===== src/rtl/mpram_nr1w_clr_pkg.sv =====
// Shared types and helpers for the N-read / 1-write clearable register file.
// Holds the per-port read-source selector and address-width derivation.
package mpram_nr1w_clr_pkg;

    // Where a read port takes its data from in a given cycle.
    typedef enum logic [1:0] {
        SRC_MEM = 2'd0,
        SRC_CLR = 2'd1,
        SRC_BYP = 2'd2
    } rd_src_e;

    function automatic int abw_of(input int depth);
        return (depth > 2) ? $clog2(depth) : 1;
    endfunction

endpackage


===== src/rtl/mpram_nr1w_clr_bank.sv =====
// One 1R1W bank, WIDTH x DEPTH, asynchronous read, no reset (initialised by the owner's sweep).
// Zero read latency; write lands at the rising edge; no backpressure.
module mpram_nr1w_clr_bank #(
    parameter int WIDTH = 2,
    parameter int DEPTH = 32,
    parameter int ABW   = 5
) (
    input  logic             i_clk,
    input  logic             i_we,
    input  logic [ABW-1:0]   i_wa,
    input  logic [WIDTH-1:0] i_wd,
    input  logic [ABW-1:0]   i_ra,
    output logic [WIDTH-1:0] o_rd
);

    logic [WIDTH-1:0] r_mem [DEPTH];

    always_ff @(posedge i_clk) begin
        if (i_we) begin
            r_mem[i_wa] <= i_wd;
        end
    end

    assign o_rd = r_mem[i_ra];

endmodule


===== src/rtl/mpram_nr1w_clr.sv =====
// N-read / 1-write register file with clear sweep and write-through bypass; reads are
// combinational (RDREG=0) or 1-cycle registered (RDREG=1); writes are dropped while BUSY.
module mpram_nr1w_clr
    import mpram_nr1w_clr_pkg::*;
#(
    parameter int               WIDTH   = 2,
    parameter int               DEPTH   = 32,
    parameter int               NRD     = 3,
    parameter int               BYPASS  = 1,
    parameter int               RDREG   = 0,
    parameter logic [WIDTH-1:0] CLR_VAL = '0,
    localparam int              ABW     = abw_of(DEPTH)
) (
    input  logic                 i_clk,
    input  logic                 i_rst,
    input  logic                 i_clr,
    output logic                 o_busy,
    input  logic                 i_wen,
    input  logic [ABW-1:0]       i_aw,
    input  logic [WIDTH-1:0]     i_di,
    input  logic                 i_cen,
    input  logic [NRD*ABW-1:0]   i_a,
    output logic [NRD*WIDTH-1:0] o_q
);

    localparam logic [ABW-1:0] LAST_IDX = ABW'(DEPTH - 1);
    localparam logic [ABW:0]   DEPTH_X  = (ABW + 1)'(DEPTH);

    logic [ABW-1:0]   r_cnt;
    logic             r_busy;
    logic             w_aw_ok;
    logic             w_we;
    logic [ABW-1:0]   w_wa;
    logic [WIDTH-1:0] w_wd;
    logic             w_unused_cen;

    // A CLR during a sweep simply restarts it from entry 0.
    always_ff @(posedge i_clk or posedge i_rst) begin
        if (i_rst) begin
            r_cnt  <= '0;
            r_busy <= 1'b1;
        end else if (i_clr) begin
            r_cnt  <= '0;
            r_busy <= 1'b1;
        end else if (r_busy) begin
            if (r_cnt == LAST_IDX) begin
                r_cnt  <= '0;
                r_busy <= 1'b0;
            end else begin
                r_cnt <= r_cnt + ABW'(1);
            end
        end
    end

    assign o_busy  = r_busy;
    assign w_aw_ok = ({1'b0, i_aw} < DEPTH_X);

    // Sweep owns the write port while busy; out-of-range user writes never reach the banks.
    assign w_we = r_busy | (i_wen & w_aw_ok);
    assign w_wa = r_busy ? r_cnt : i_aw;
    assign w_wd = r_busy ? CLR_VAL : i_di;

    assign w_unused_cen = i_cen;

    for (genvar g = 0; g < NRD; g++) begin : g_port
        logic [ABW-1:0]   w_ra;
        logic [WIDTH-1:0] w_mem_q;
        logic [WIDTH-1:0] w_data;
        rd_src_e          w_src;

        assign w_ra = i_a[g*ABW +: ABW];

        mpram_nr1w_clr_bank #(
            .WIDTH (WIDTH),
            .DEPTH (DEPTH),
            .ABW   (ABW)
        ) u_bank (
            .i_clk (i_clk),
            .i_we  (w_we),
            .i_wa  (w_wa),
            .i_wd  (w_wd),
            .i_ra  (w_ra),
            .o_rd  (w_mem_q)
        );

        // Mask wins over bypass: a busy array never exposes stale or in-flight data.
        always_comb begin
            w_src = SRC_MEM;
            if (r_busy || ({1'b0, w_ra} >= DEPTH_X)) begin
                w_src = SRC_CLR;
            end else if ((BYPASS != 0) && i_wen && (w_ra == i_aw)) begin
                w_src = SRC_BYP;
            end
        end

        always_comb begin
            case (w_src)
                SRC_CLR: w_data = CLR_VAL;
                SRC_BYP: w_data = i_di;
                default: w_data = w_mem_q;
            endcase
        end

        if (RDREG != 0) begin : g_reg
            logic [WIDTH-1:0] r_q;

            always_ff @(posedge i_clk or posedge i_rst) begin
                if (i_rst) begin
                    r_q <= CLR_VAL;
                end else if (i_cen) begin
                    r_q <= w_data;
                end
            end

            assign o_q[g*WIDTH +: WIDTH] = r_q;
        end else begin : g_comb
            assign o_q[g*WIDTH +: WIDTH] = w_data;
        end
    end

endmodule

===== config.mk =====
export PLATFORM = sky130hd
export DESIGN_NAME = mpram_nr1w_clr
export DESIGN_NICKNAME = d
export VERILOG_FILES = /design/src/rtl/mpram_nr1w_clr_pkg.sv /design/src/rtl/mpram_nr1w_clr_bank.sv /design/src/rtl/mpram_nr1w_clr.sv
export SDC_FILE = /design/constraint.sdc
export NUM_CORES = 1
export LEC_CHECK = 0
export CORE_MARGIN = 3
export CORE_UTILIZATION = 45
export CTS_BUF_LIST = sky130_fd_sc_hd__clkbuf_16
export CTS_CLUSTER_DIAMETER = 50
export DETAILED_ROUTE_END_ITERATION = 12
export PLACE_DENSITY = 0.62
export SLEW_MARGIN = 20
export SYNTH_ARGS = -nofsm -noshare
export SYNTH_HDL_FRONTEND = slang
export SYNTH_HIERARCHICAL = 1
export SYNTH_SLANG_ARGS = --single-unit

===== constraint.sdc =====
create_clock -name i_clk -period 2.85 [get_ports i_clk]
set_clock_uncertainty 0.05 [all_clocks]
set_input_delay 0.57 -clock i_clk [delete_from_list [all_inputs] [get_ports i_clk]]
set_output_delay 0.57 -clock i_clk [all_outputs]
set_load 0.02 [all_outputs]

==> impl_metrics.csv <==
group,metric,value,unit
logic_synthesis,synthDistinctLibCells,37,
power_and_ir_drop,switchingPower,1400,µW
timing,relSlewSlack,70.51,%
setup_path,r2r_end,"g_port[2].u_bank/r_mem[19][0]",
setup_path,ff2ff_setup_slack,400,ps
route,routedWlPerCell,19.92,µm
clock_tree,h-tree-depth,4,
setup_path,arrival,2180,ps
finish,fillers,1550,
route,dr.pass1.iters,6,
power_and_ir_drop,ir_drop,414.2,µV
finish,final_cell_mix,"edfxtp_1 (192), nor2_1 (106), mux2i_1 (100)",
finish,design_area,10700,µm²
global_routing,grt_use_total,18.82,%
finish,layout.nets,754,
power_and_ir_drop,power,6055,µW
setup_path,cp_max_fo,7,
clock_tree,path_clk_slew,70,ps
global_routing,grt_pass1_vias,5658,
power_and_ir_drop,pwr-share-clk,38.9,%
route,drtIter0Drc,463,
finish,multi_input_area,2908,µm²
timing,min_period,2800,ps
clock_tree,cts_tree,"done",
setup_path,crit_start,"i_a[14]",
timing,worst_pin_slew,442.3,ps
setup_path,end_kind,"output port",
logic_synthesis,syn_area,8889,µm²
timing,tns,0,ps
floorplan,io_pins,34,
route,wl,19.89,mm
floorplan,rows,50,
floorplan,die_x,146.5,µm
clock_tree,cts.sinks,198,
route,vias_per_cell,5.522,
logic_synthesis,avgSynthCellArea,14.24,µm²
global_routing,grt_pass1_wl,30.90,mm
power_and_ir_drop,seq_power_share,52.7,%
placement,placed_cell_area,9953,µm²
logic_synthesis,syn-num-nets,653,
clock_tree,clock_latency,430,ps
floorplan,dieArea,21470,µm²
setup_path,cp.required,2230,ps
power_and_ir_drop,p_int,4655,µW
run,cap_violations,0,
timing,setup_viol,0,
timing,fmax,357.2,MHz
route,drcViolationCount,0,
power_and_ir_drop,p_leak,0.003979,µW
run_status,outcome,"complete, no violations",
timing,drv_slew,0,
setup_path,r2r_cells,3,
route,vias,5511,
setup_path,crit_path_start_kind,"input pin",
power_and_ir_drop,sw_frac_of_total,23.12,%
floorplan,start_util,46.58,%
finish,syn_to_final_growth,20.40,%
timing,rsz0062_at_grt,"true",
placement,numPortBuffers,32,
finish,antenna_cells,0,
route,ant_nets,0,
floorplan,core,19080,µm²
finish,seqCellArea,5917,µm²
global_routing,antenna_found_initial,0,
hold_path,hold_path.class,"in2async",
power_and_ir_drop,pwr_density_cell,565.8,nW/µm²
clock_tree,cts_root_buf,"clkbuf_16",
clock_tree,numCtsBuffers,17,
setup_path,path_class,"in2out",
placement,place_congestion,0.8584,
finish,mostFrequentLayoutCell,"edfxtp_1",
placement,hpwl,13.53,mm
global_routing,grt_start_max_net_pins,69,
global_routing,grt_overflow,0,
clock_tree,clock_path_buffers,2,
floorplan,die_h,146.5,µm
timing,finalHoldViolations,0,
power_and_ir_drop,combPwrFrac,8.4,%
logic_synthesis,yosysSeqAreaShare,66.57,%
setup_path,rr_startpoint,"o_busy",
logic_synthesis,synth_cells,624,
logic_synthesis,synth_warnings,6,
timing,period_share,98.23,%
logic_synthesis,ys_ff_latch,198,
finish,drive_above_1_share,21.82,%
clock_tree,hold_buffers,0,
-- layer usage --
| layer | routed length [µm] | part of all wire, % | GRT usage, % |
|---|---|---|---|
| met1 | 8411 | 42 | 23.74 |
| met4 | 380 | 1.9 | 6.256 |
| met5 | 0 | 0 | 0 |
| met2 | 10160 | 51 | 32.14 |
| met3 | 938 | 4.7 | 4.438 |
-- power by group through the flow --
stage               clock (µW)  combinational, µW  sequential [µW]
floorplan                    0                266             3250
global placement             0                474             3250
detailed placement           0                482             3250
CTS                       2400                490             3190
global route              2510                545             3190
finish                    2360                508             3190
-- sequential cells by signal, indices dropped and copies added (netlist names) --
name                 count
r_cnt                    5
o_busy                   1
g_port.u_bank/r_mem    192
-- through the flow --
stage               utilization (%)  hold WS [ps]  std cells  worst slack [ps]
floorplan                         -         310.2        624             391.6
global placement              52.16         477.7        961            -736.1
detailed placement            52.16         508.7        961            -744.0
CTS                           55.41         292.0        993            -30.24
global route                  56.09         302.5        998            -12.63
finish                        56.09         307.1        998             50.34
-- area by class of cell --
type | instances | area share (%)
clock buffer | 17 | 3.975
clock inverter | 15 | 1.532
inverter | 4 | 0.1403
multi-input combinational | 396 | 27.17
sequential | 198 | 55.29
tap | 260 | 3.040
timing repair buffer | 108 | 8.851
-- cells by family (layout without fill, tap and decap cells) --
family | count (synthesis) | in the layout | synth area share [%]
AOI/OAI and AO/OA | 65 | 65 | 5.194
xor gates and xnor gates | 15 | 15 | 1.478
adders and majority gates | 2 | 2 | 0.2815
buffers and inverters | 30 | 144 | 2.548
DFF | 198 | 198 | 66.57
muxes | 109 | 109 | 12.35
and+or+nand+nor | 205 | 205 | 11.59
-- worst max-delay path: stages --
cell and delay, ps:
clkdlybuf4s50_1 510, buf_4 170, nand2_1 80, a21oi_1 170, a31oi_2 130, o311ai_2 90
nand2b_1 130, mux2i_4 170, buf_4 170
-- cells in the mapped netlist, drive strengths merged --
library cell	instances	share of area [%]
a21oi	9	0.51
a22oi	42	3.5
a31oi	7	0.49
and2	3	0.21
and3	4	0.32
and4b	6	0.68
buf	16	1.9
clkbuf	10	0.51
dfrtp	5	1.4
dfstp	1	0.30
edfxtp	192	65
ha	2	0.28
inv	4	0.17
mux2	5	0.63
mux2i	104	12
nand2	21	0.89
nand2b	12	0.84
nand3	8	0.45
nand3b	15	1.3
nand4b	6	0.59
nor2	109	4.7
nor2b	6	0.42
nor3	1	0.056
nor3b	1	0.084
nor4	3	0.21
o21ai	1	0.056
o311ai	6	0.59
or2	1	0.070
or3	3	0.21
or3b	6	0.59
xnor2	3	0.30
xor2	12	1.2
-- worst max-delay path by stage --
stage / endpoint / slack [ps] / depth (start not counted)
global placement: o_q[4] / -740 / 9
finish: o_q[5] / 50 / 9
global route: o_q[5] / -10 / 6
detailed placement: o_q[5] / -740 / 9
CTS: o_q[4] / -30 / 7
floorplan: o_q[0] / 390 / 9
-- what timing repair did --
action / CTS / global route
setup endpoints to repair: 6 / 6
setup buffers: 0 / 5
gates resized for setup: 55 / 37
pin swaps: 3 / 4
No activity file was read; power rests on OpenSTA's default activity.
==> RTL edit (same settings) <==
`WIDTH` is set to 2 in 2 places; all go to 4.
--- a/src/rtl/mpram_nr1w_clr_bank.sv
+++ b/src/rtl/mpram_nr1w_clr_bank.sv
@@ -2,5 +2,5 @@
 // Zero read latency; write lands at the rising edge; no backpressure.
 module mpram_nr1w_clr_bank #(
-    parameter int WIDTH = 2,
+    parameter int WIDTH = 4,
     parameter int DEPTH = 32,
     parameter int ABW   = 5
--- a/src/rtl/mpram_nr1w_clr.sv
+++ b/src/rtl/mpram_nr1w_clr.sv
@@ -4,5 +4,5 @@
     import mpram_nr1w_clr_pkg::*;
 #(
-    parameter int               WIDTH   = 2,
+    parameter int               WIDTH   = 4,
     parameter int               DEPTH   = 32,
     parameter int               NRD     = 3,
Ports: changed (resized i_di and o_q); port bits go from 34 to 42. No check against the original RTL was run, so the function may have changed too.
==> RTL edit against the original RTL <==
The run now ends with negative setup slack left; sequential power is 97% higher; total power grew 100%; clock power increased by 120%; cell area grew 88%; utilization rose by 1.8 points; area after synthesis up 80%; via count increased by 51%; sequential cell count is 192 higher; register-to-register slack worse by 0.12 ns; non-clock buffer count is 117 higher; setup slack worse by 0.36 ns; fmax decreased by 11%; wire length grew 85%; largest cell class unchanged; highest routed layer unchanged.
==> RTL edit: results (changes against the original RTL) <==
status=finished, violations left; failing checks=negative setup slack; final WL=36,700 um (+85%); compound-cell area share of the yosys netlist=0.164% (-5.0 points); DRC Markers=0 (unchanged); ant diodes=0 (unchanged); syn avg cell area=20.6 um^2 (+45%); cell-internal power=9.70 mW (+110%); total global-route track usage=19.5% (+0.69 points); max reg flops=384 (+100%); Pre-antenna DRT Iters=5 (-1); leakage=7.14 nW (+80%); Synth area leaders=edfxtp_1 (72%), mux4_2 (17%), nor2_1 (2.4%); post-place setup slack=-1.02 ns (-0.277 ns); CTS Buf Count=43 (+26); Final Wtd Congestion=0.765 (-11%); setup_tns=-3.41 ns (-3.41 ns); EDFF count, synth=384 (+100%); xor/xnor cell area share of the yosys netlist=0.822% (-0.66 points); crit-path max cell delay=0.55 ns (+0.04 ns); Max H-tree Level=2 (-2); Syn Nets=807 (+24%); Worst VDD drop=0.708 mV (+71%); Worst-Skew Late Latency=0.52 ns (+0.09 ns); cell count after placement=1,411 (+47%); clk slew on worst S/H paths=0.05 ns (-0.02 ns); initial antenna violation count=0 (unchanged); CP max stage cell=mux4_2; largest net degree at the start of global routing=81 (+17%); Hold Path Class=primary input to async pin; vias in the first global route=8,880 (+57%); hpwl dp=23,300 um (+72%); Routed WL per cell=24.5 um (+23%); Ys Warns=6 (unchanged); Top reg by flops=g_port.u_bank/r_mem; Synth cell types=29 (-22%); layout cells sized above 1=42.1% (+20 points); fraction of registers with async set/reset=1.54% (-1.5 points); NumNets Final=1,041 (+38%); sequential area share after synthesis=73.1% (+6.5 points); worst-path maximum fanout=1 (-6); DR iter-0 viols=718 (+55%); Final WS setup=-0.312 ns (-0.363 ns); # setup viols final=12 (+12); crit path DAT=2.54 ns (+0.36 ns); post-synthesis adder-cell area fraction=0.157% (-0.13 points); Root Buffer=clkbuf_16; CP delay by family, top=multiplexers; via count=8,322 (+51%); ys flop type=edfxtp_1; commonest cells in the netlist=edfxtp_1 (384), mux4_2 (120), nor2_1 (103); IO Port Bufs=40 (+25%); clk buf depth=3 (+1); multiplexer share of the synthesized area=19.0% (+6.6 points); relative slew slack=62.3% (-8.2 points); first-pass GRT wire length=55,900 um (+81%); Placed Area=0.0184 mm^2 (+85%)
==> RTL edit: cell count changes in the layout (fill, tap and decap cells not counted), sizes merged, moves of 18 or more <==
cell	before	now
a22oi	42	0
mux4	0	120
nand2	21	3
edfxtp	192	384
clkbuf	23	45
buf	85	200
mux2i	104	14
==> RTL edit: cells by family (layout without fill, tap and decap cells) <==
family,count (synthesis),count (layout)
buffers and inverters,42,308
xor gates and xnor gates,15,15
and+or+nand+nor,171,171
muxes,151,151
DFF,390,390
AOI/OAI and AO/OA,5,5
adders and majority gates,2,2
==> RTL edit: layer usage <==
| layer | vias up | GRT usage (%) | part of all wire, % |
|---|---|---|---|
| li1 | 3657 | - | - |
| met1 | 4336 | 28.3 | 43 |
| met2 | 273 | 31.2 | 49 |
| met3 | 56 | 3.48 | 6.2 |
| met4 | 0 | 4.89 | 2.2 |
| met5 | - | 0 | 0 |
==> RTL edit: timing repair <==
action / 4_1_cts / 5_1_grt
setup endpoints to repair: 12 / 12
gates cloned: 7 / 1
setup buffers: 1 / 0
gates resized for setup: 109 / 11
==> RTL edit: final timing paths <==
kind	endpoint	startpoint	slack, ns	depth (start not counted)
max	o_q[1]	g_port[0].u_bank/r_mem[21][1]$_DFFE_PP_	-0.31	6
max reg2reg	g_port[1].u_bank/r_mem[0][1]$_DFFE_PP_	o_busy$_DFF_PP1_	0.28	5
min in group i_clk	r_cnt[4]$_DFFE_PP0P_	r_cnt[4]$_DFFE_PP0P_	0.55	2
max in group asynchronous	o_busy$_DFF_PP1_	i_rst	2.25	2
min	r_cnt[2]$_DFFE_PP0P_	i_rst	0.24	2
min reg2reg	r_cnt[4]$_DFFE_PP0P_	r_cnt[4]$_DFFE_PP0P_	0.55	2
==> RTL edit: power by group through the flow <==
stage               sequential (mW)  clock (mW)  combinational, mW
floorplan                      6.41           0              0.440
CTS                            6.30        5.28              0.793
global placement               6.41           0              0.709
finish                         6.30        5.19              0.802
global route                   6.30        5.51              0.850
detailed placement             6.41           0              0.717
==> RTL edit: final cells by class <==
type                            count  area [um^2]
Tap cell                          455          569
Inverter                            6         22.5
Fill cell                        2512        14700
Sequential cell                   390        11700
Clock buffer                       44         1100
Clock inverter                     33          235
Timing Repair Buffer              225         2260
Multi-Input combinational cell    344         4270
